## config.mk

```make
export PLATFORM = sky130hd
export DESIGN_NAME = lvdc_phase_gen
export DESIGN_NICKNAME = d
export VERILOG_FILES = /design/src/rtl/lvdc_phase_gen.sv
export SDC_FILE = /design/constraint.sdc
export NUM_CORES = 1
export LEC_CHECK = 0
export CORE_MARGIN = 2
export CORE_UTILIZATION = 47
export CTS_CLUSTER_SIZE = 24
export DETAILED_ROUTE_END_ITERATION = 8
export GPL_ROUTABILITY_DRIVEN = 0
export PLACE_DENSITY = 0.77
export SLEW_MARGIN = 30
export SYNTH_ARGS = -nofsm -noshare
export SYNTH_HDL_FRONTEND = slang
export SYNTH_SLANG_ARGS = --single-unit
```

## constraint.sdc

```tcl
create_clock -name clk -period 1.7 [get_ports clk]
set_input_delay 0.17 -clock clk [delete_from_list [all_inputs] [get_ports clk]]
set_output_delay 0.17 -clock clk [all_outputs]
set_load 0.005 [all_outputs]
```

## src/rtl/lvdc_phase_gen.sv

```systemverilog
// Bit-time phase generator for the LVDC timing chain: divides the master clock into
// bit times, emits one-cycle phase strobes and tracks the bit time within a word.
module lvdc_phase_gen #(
  parameter int PHASES_PER_BIT = 8,
  parameter int BITS_PER_WORD  = 14,
  parameter int V1_PHASE       = 1,
  parameter int V4_PHASE       = 4,
  parameter int Y5_PHASE       = 5,
  parameter int W7_PHASE       = 7
) (
  input  logic       clk,
  input  logic       rst,
  input  logic       run,
  input  logic       step,
  output logic       v1,
  output logic       v4mod1,
  output logic       y5,
  output logic       w7,
  output logic [3:0] phase,
  output logic [3:0] bit_time,
  output logic       word_strobe,
  output logic       halted
);

  if (PHASES_PER_BIT < 8 || PHASES_PER_BIT > 16 ||
      BITS_PER_WORD < 2 || BITS_PER_WORD > 16 ||
      V1_PHASE < 0 || V1_PHASE >= PHASES_PER_BIT ||
      V4_PHASE < 0 || V4_PHASE >= PHASES_PER_BIT ||
      Y5_PHASE < 0 || Y5_PHASE >= PHASES_PER_BIT ||
      W7_PHASE < 0 || W7_PHASE >= PHASES_PER_BIT ||
      V1_PHASE == V4_PHASE || V1_PHASE == Y5_PHASE || V1_PHASE == W7_PHASE ||
      V4_PHASE == Y5_PHASE || V4_PHASE == W7_PHASE || Y5_PHASE == W7_PHASE) begin : g_param_check
    $error("lvdc_phase_gen: illegal phase/word parameters");
  end

  typedef enum logic [1:0] {ST_HALT, ST_RUN, ST_STEP} state_e;

  localparam logic [3:0] LAST_PH  = 4'(PHASES_PER_BIT - 1);
  localparam logic [3:0] LAST_BIT = 4'(BITS_PER_WORD - 1);
  localparam logic [3:0] V1_P     = 4'(V1_PHASE);
  localparam logic [3:0] V4_P     = 4'(V4_PHASE);
  localparam logic [3:0] Y5_P     = 4'(Y5_PHASE);
  localparam logic [3:0] W7_P     = 4'(W7_PHASE);

  state_e     state_q, state_d;
  logic       run_q, step_q;
  logic [3:0] phase_q, phase_d;
  logic [3:0] bit_q, bit_d;
  logic       v1_q, v1_d, v4_q, v4_d, y5_q, y5_d, w7_q, w7_d;
  logic       word_q, word_d, halted_q, halted_d;
  logic       active_d;

  // run/step are captured first; the sequencer acts on the captured copies so
  // no output ever depends combinationally on an input.
  always_comb begin
    state_d = state_q;
    phase_d = phase_q;
    bit_d   = bit_q;
    if (state_q == ST_HALT) begin
      phase_d = 4'd0;
      if (run_q)       state_d = ST_RUN;
      else if (step_q) state_d = ST_STEP;
    end else if (phase_q == LAST_PH) begin
      phase_d = 4'd0;
      bit_d   = (bit_q == LAST_BIT) ? 4'd0 : bit_q + 4'd1;
      if (state_q == ST_STEP || !run_q) state_d = ST_HALT;
    end else begin
      phase_d = phase_q + 4'd1;
    end

    active_d = (state_d != ST_HALT);
    v1_d     = active_d && (phase_d == V1_P);
    v4_d     = active_d && (phase_d == V4_P);
    y5_d     = active_d && (phase_d == Y5_P);
    w7_d     = active_d && (phase_d == W7_P);
    word_d   = active_d && (phase_d == LAST_PH) && (bit_d == LAST_BIT);
    halted_d = !active_d;
  end

  always_ff @(posedge clk) begin
    if (rst) begin
      state_q  <= ST_HALT;
      run_q    <= 1'b0;
      step_q   <= 1'b0;
      phase_q  <= 4'd0;
      bit_q    <= 4'd0;
      v1_q     <= 1'b0;
      v4_q     <= 1'b0;
      y5_q     <= 1'b0;
      w7_q     <= 1'b0;
      word_q   <= 1'b0;
      halted_q <= 1'b1;
    end else begin
      state_q  <= state_d;
      run_q    <= run;
      step_q   <= step;
      phase_q  <= phase_d;
      bit_q    <= bit_d;
      v1_q     <= v1_d;
      v4_q     <= v4_d;
      y5_q     <= y5_d;
      w7_q     <= w7_d;
      word_q   <= word_d;
      halted_q <= halted_d;
    end
  end

  assign v1          = v1_q;
  assign v4mod1      = v4_q;
  assign y5          = y5_q;
  assign w7          = w7_q;
  assign phase       = phase_q;
  assign bit_time    = bit_q;
  assign word_strobe = word_q;
  assign halted      = halted_q;

endmodule

```

### After elaboration in Yosys (flattened, before gate mapping)

Cells that the tools add are included.

| cells by class | value |
|---|---|
| $add $sub $neg | 2 |
| reductions and logical operators | 10 |
| equality and inequality tests | 8 |
| muxes and demuxes | 10 |

Operator list:

| kind | number |
|---|---|
| two-way mux 4 bit | 5 |
| equality test 4 x 3 -> 1 bit, second input constant | 4 |
| two-way mux 2 bit | 5 |
| adder 4 x 1 -> 4 bit, second input constant | 2 |
| equality test 4 bit, second input constant | 2 |
| logical AND 1 bit | 5 |
| equality test 4 x 1 -> 1 bit, second input constant | 1 |
| equality test 2 bit, second input constant | 1 |
| zero test 1 bit | 2 |
| zero test 2 bit | 1 |
| nonzero test 2 bit | 1 |
| logical OR 1 bit | 1 |

| word-level totals | value |
|---|---|
| register bits | 18 |
| output and inout port bits | 14 |
| input port bits | 4 |
| word-level logic and storage cells | 41 |

### Longest topological paths before layout

| depth | value |
|---|---|
| depth in word-level cells | 8 |
| mapped depth | 7 |
| gate-level depth less buffers | 5 |

### Least setup slack after synthesis

Ideal clock, no wire load.

| timing | value |
|---|---|
| path type | reg-to-reg |
| from | register phase_q[0], in the netlist phase[0] |
| to | register bit_q[3], in the netlist bit_time[3] |
| data required time | 1634 ps |
| clock period less this slack | 1571 ps |
| slack | 129 ps |
| library setup time | 66 ps |
| stages on the path, launching flop included | 8 |
| path buffers | 2 |
| arrival time | 1505 ps |
| path through | dfxtp_1 -> ha_1 -> and3b_1 -> buf_6 -> and3_1 -> buf_6 -> a21bo_1 -> a21oi_2 |

| on the way | value |
|---|---|
| cells in the longest elaborated chain, start to end | 3 |

Ends and longest elaborated chain:

| element | RTL line | RTL |
|---|---|---|
| start: declaration | 47 | `logic [3:0] phase_q, phase_d;` |
| start signal: assignment | 97 | `phase_q <= phase_d;` |
| equality test 4 x 3 -> 1 bit | 63 | `end else if (phase_q == LAST_PH) begin` |
| two-way mux 4 bit | 63 |  |
| two-way mux 4 bit | 59 | `if (state_q == ST_HALT) begin` |
| end signal: assignment | 98 | `bit_q <= bit_d;` |
| end: declaration | 48 | `logic [3:0] bit_q, bit_d;` |

Every way passes these cells.
A chain may end at the register's enable or synchronous reset.

### Final worst setup path

| timing | value |
|---|---|
| from | register phase_q[0], in the netlist phase[0] |
| to | register bit_q[1], in the netlist bit_time[1] |

Same word-level chain as after synthesis.

==> impl_metrics.ini <==
[run_status]
status = complete, no violations

[clock_tree]
clk_pin_slew_ps = 100
cts_resized = 0
cts_buffers = 3
root_buffer = clkbuf_4
clk_path_buf_depth = 2
postCtsSetupRepairBufs = 0
hold_buffers = 0
clock_latency_ps = 290
htreeDepth = 1
clock_sinks = 18
cts_tree = done

[sta]
setup_viol = 0
slew_headroom = 0.784
setup_tns_ps = 0
skew_ps = 9.10
finalHoldViolations = 0
clock.fmax_ghz = 0.627
min_period_ps = 1590
slew_violations = 0
period_share = 0.938
worst_slew_pin_slew_ps = 322
rsz0062_at_grt = no

[logic_synthesis]
synth_edf_count = 0
syn-instance-count = 78
yosys_warnings = 0
synthesis.area_sq_um = 759
postSynthAreaPerCell_sq_um = 9.74
synth_cell_type_count = 33
synth_flop_cell = dfxtp_1
syn-num-nets = 83
seq_area_frac_synth = 0.474
async_flop_share = 0
ys_ff_latch = 18

[route]
viasPerCell = 5.28
vias = 607
wirelength_mm = 1.30
drtPass1Iterations = 4
wl_per_cell_um = 11.3
route.detailed.drc = 0
ant_nets = 0
drtIter0Drc = 17

[min_path]
holdCritPathClass = in -> reg
hold-path-cell-count = 2

[global_route]
grt_use_total = 0.155
grt_pass1_wl_mm = 2.26
grt-ovfl-total = 0
grt_pass1_vias = 542
grt_max_degree = 11
antenna_found_initial = 0

[layout]
drive_gt1_frac = 0.121
final_cell_mix = dfxtp_1, clkdlybuf4s50_1, nor2_1
seq_area_sq_um = 360
syn_to_final_growth_pct = 28.8
diodes = 0
nets = 105
fill_cells = 127
multi_input_area_sq_um = 358
post-route-util = 0.650
layout_commonest_cell = dfxtp_1

[setup_path]
cp-end-kind = flip-flop
start_kind = flip-flop
worst-path-max-fanout = 6
crit_arrival_ps = 1790
critPathSlowestCell = dfxtp_1
path_class = reg -> reg
reg2regPathDepth = 5
cpPeakStageDelay_ps = 390
cp_cell_sequence = ha_1 -> and3b_1 -> and3_1 -> mux2i_1 -> nor2_1
worstPathRequired_ps = 1890

[floorplanning]
fp.dieH_um = 44.2
rows = 14
initial_core_util = 0.504
core_sq_mm = 0.00151
die_area_sq_mm = 0.00195
dieWidth_um = 44.2
pin_count = 18

[pwr]
p_seq_frac = 0.582
p_int_mw = 0.602
clkPwrFrac = 0.330
p_comb_frac = 0.089
leakage_nw = 0.387
p_sw_mw = 0.165
ir_worst_vdd_v = 0.000547
swShare = 0.216
p_per_area_mw_per_mm2 = 784

[flow_run]
max-cap-violations = 0

[placed_design]
io_buffers = 17
dp_hpwl_mm = 1.01
[through the flow]
step                      power, mW  cells  area (sq um)  worst slack [ps]  hold WS (ps)
after global placement        0.523    111           942               174           513
after global routing          0.799    115           978              10.9           441
after floorplan               0.494     78           759               129           298
final                         0.767    115           978               106           436
after CTS                     0.773    115           978              99.8           434
after detailed placement      0.525    111           942               114           516
[worst max-delay path, delay by kind of cell (launching register included)]
| family | cells | cell delay, ps |
|---|---|---|
| adders and majority gates | 1 | 220 |
| and+or+nand+nor | 3 | 670 |
| DFF | 1 | 390 |
| muxes | 1 | 210 |
[final cells by class]
type | count | share of cell area
inverter | 3 | 0.0115
timing repair buffer | 20 | 0.197
tap | 16 | 0.0205
sequential | 18 | 0.368
clock buffer | 4 | 0.0371
multi-input combinational | 54 | 0.366
[per-layer routing]
| metal | vias to the layer above | track usage | part of all wire |
|---|---|---|---|
| li1 | 316 | - | - |
| met1 | 273 | 0.195 | 0.47 |
| met2 | 18 | 0.259 | 0.48 |
| met3 | 0 | 0.0408 | 0.042 |
| met4 | 0 | 0.0485 | 0 |
| met5 | - | 0 | 0 |
[flip-flops by register name (all words and copies together) (netlist names)]
name         count
run_q            1
phase            4
step_q           1
word_strobe      1
halted           1
bit_time         4
state_q          2
y5               1
v1               1
v4mod1           1
w7               1
[final timing paths]
check | startpoint | end | slack [ps]
setup / recovery | phase[0] | bit_time[1] | 110
hold / removal | step | step_q | 440
setup reg to reg | phase[0] | bit_time[1] | 110
hold reg to reg | bit_time[3] | word_strobe | 530
[synth_stat cells, types with 2 or more instances]
cell type  count  area (sq um)
xor2_1         2          17.5
nand2_1        5          18.8
o21ai_0        2          10.0
nor2_1         8          30.0
dfxtp_1       18           360
inv_1          3          11.3
nand3_1        2          10.0
nor2b_1        2          12.5
and3_1         3          18.8
nor3_1         6          30.0
a21oi_1        3          15.0
nand2b_1       2          12.5
buf_6          2          22.5
[power by group through the flow]
stage	combinational, mW	sequential (mW)	clock, mW
after global placement	0.0683	0.455	0
after CTS	0.0689	0.446	0.258
after detailed placement	0.0688	0.456	0
after global routing	0.0762	0.449	0.274
after floorplan	0.0393	0.455	0
final	0.0681	0.446	0.253
[kinds of logic (layout without fill, tap and decap cells)]
kind of cell	after synthesis	after routing	synth area share
and+or+nand+nor	36	36	0.254
buffers and inverters	6	27	0.0544
AOI/OAI and AO/OA	14	14	0.165
xor gates and xnor gates	2	2	0.0231
DFF	18	18	0.474
muxes	1	1	0.0132
adders and majority gates	1	1	0.0165
Power figures use the tool's default switching activity.
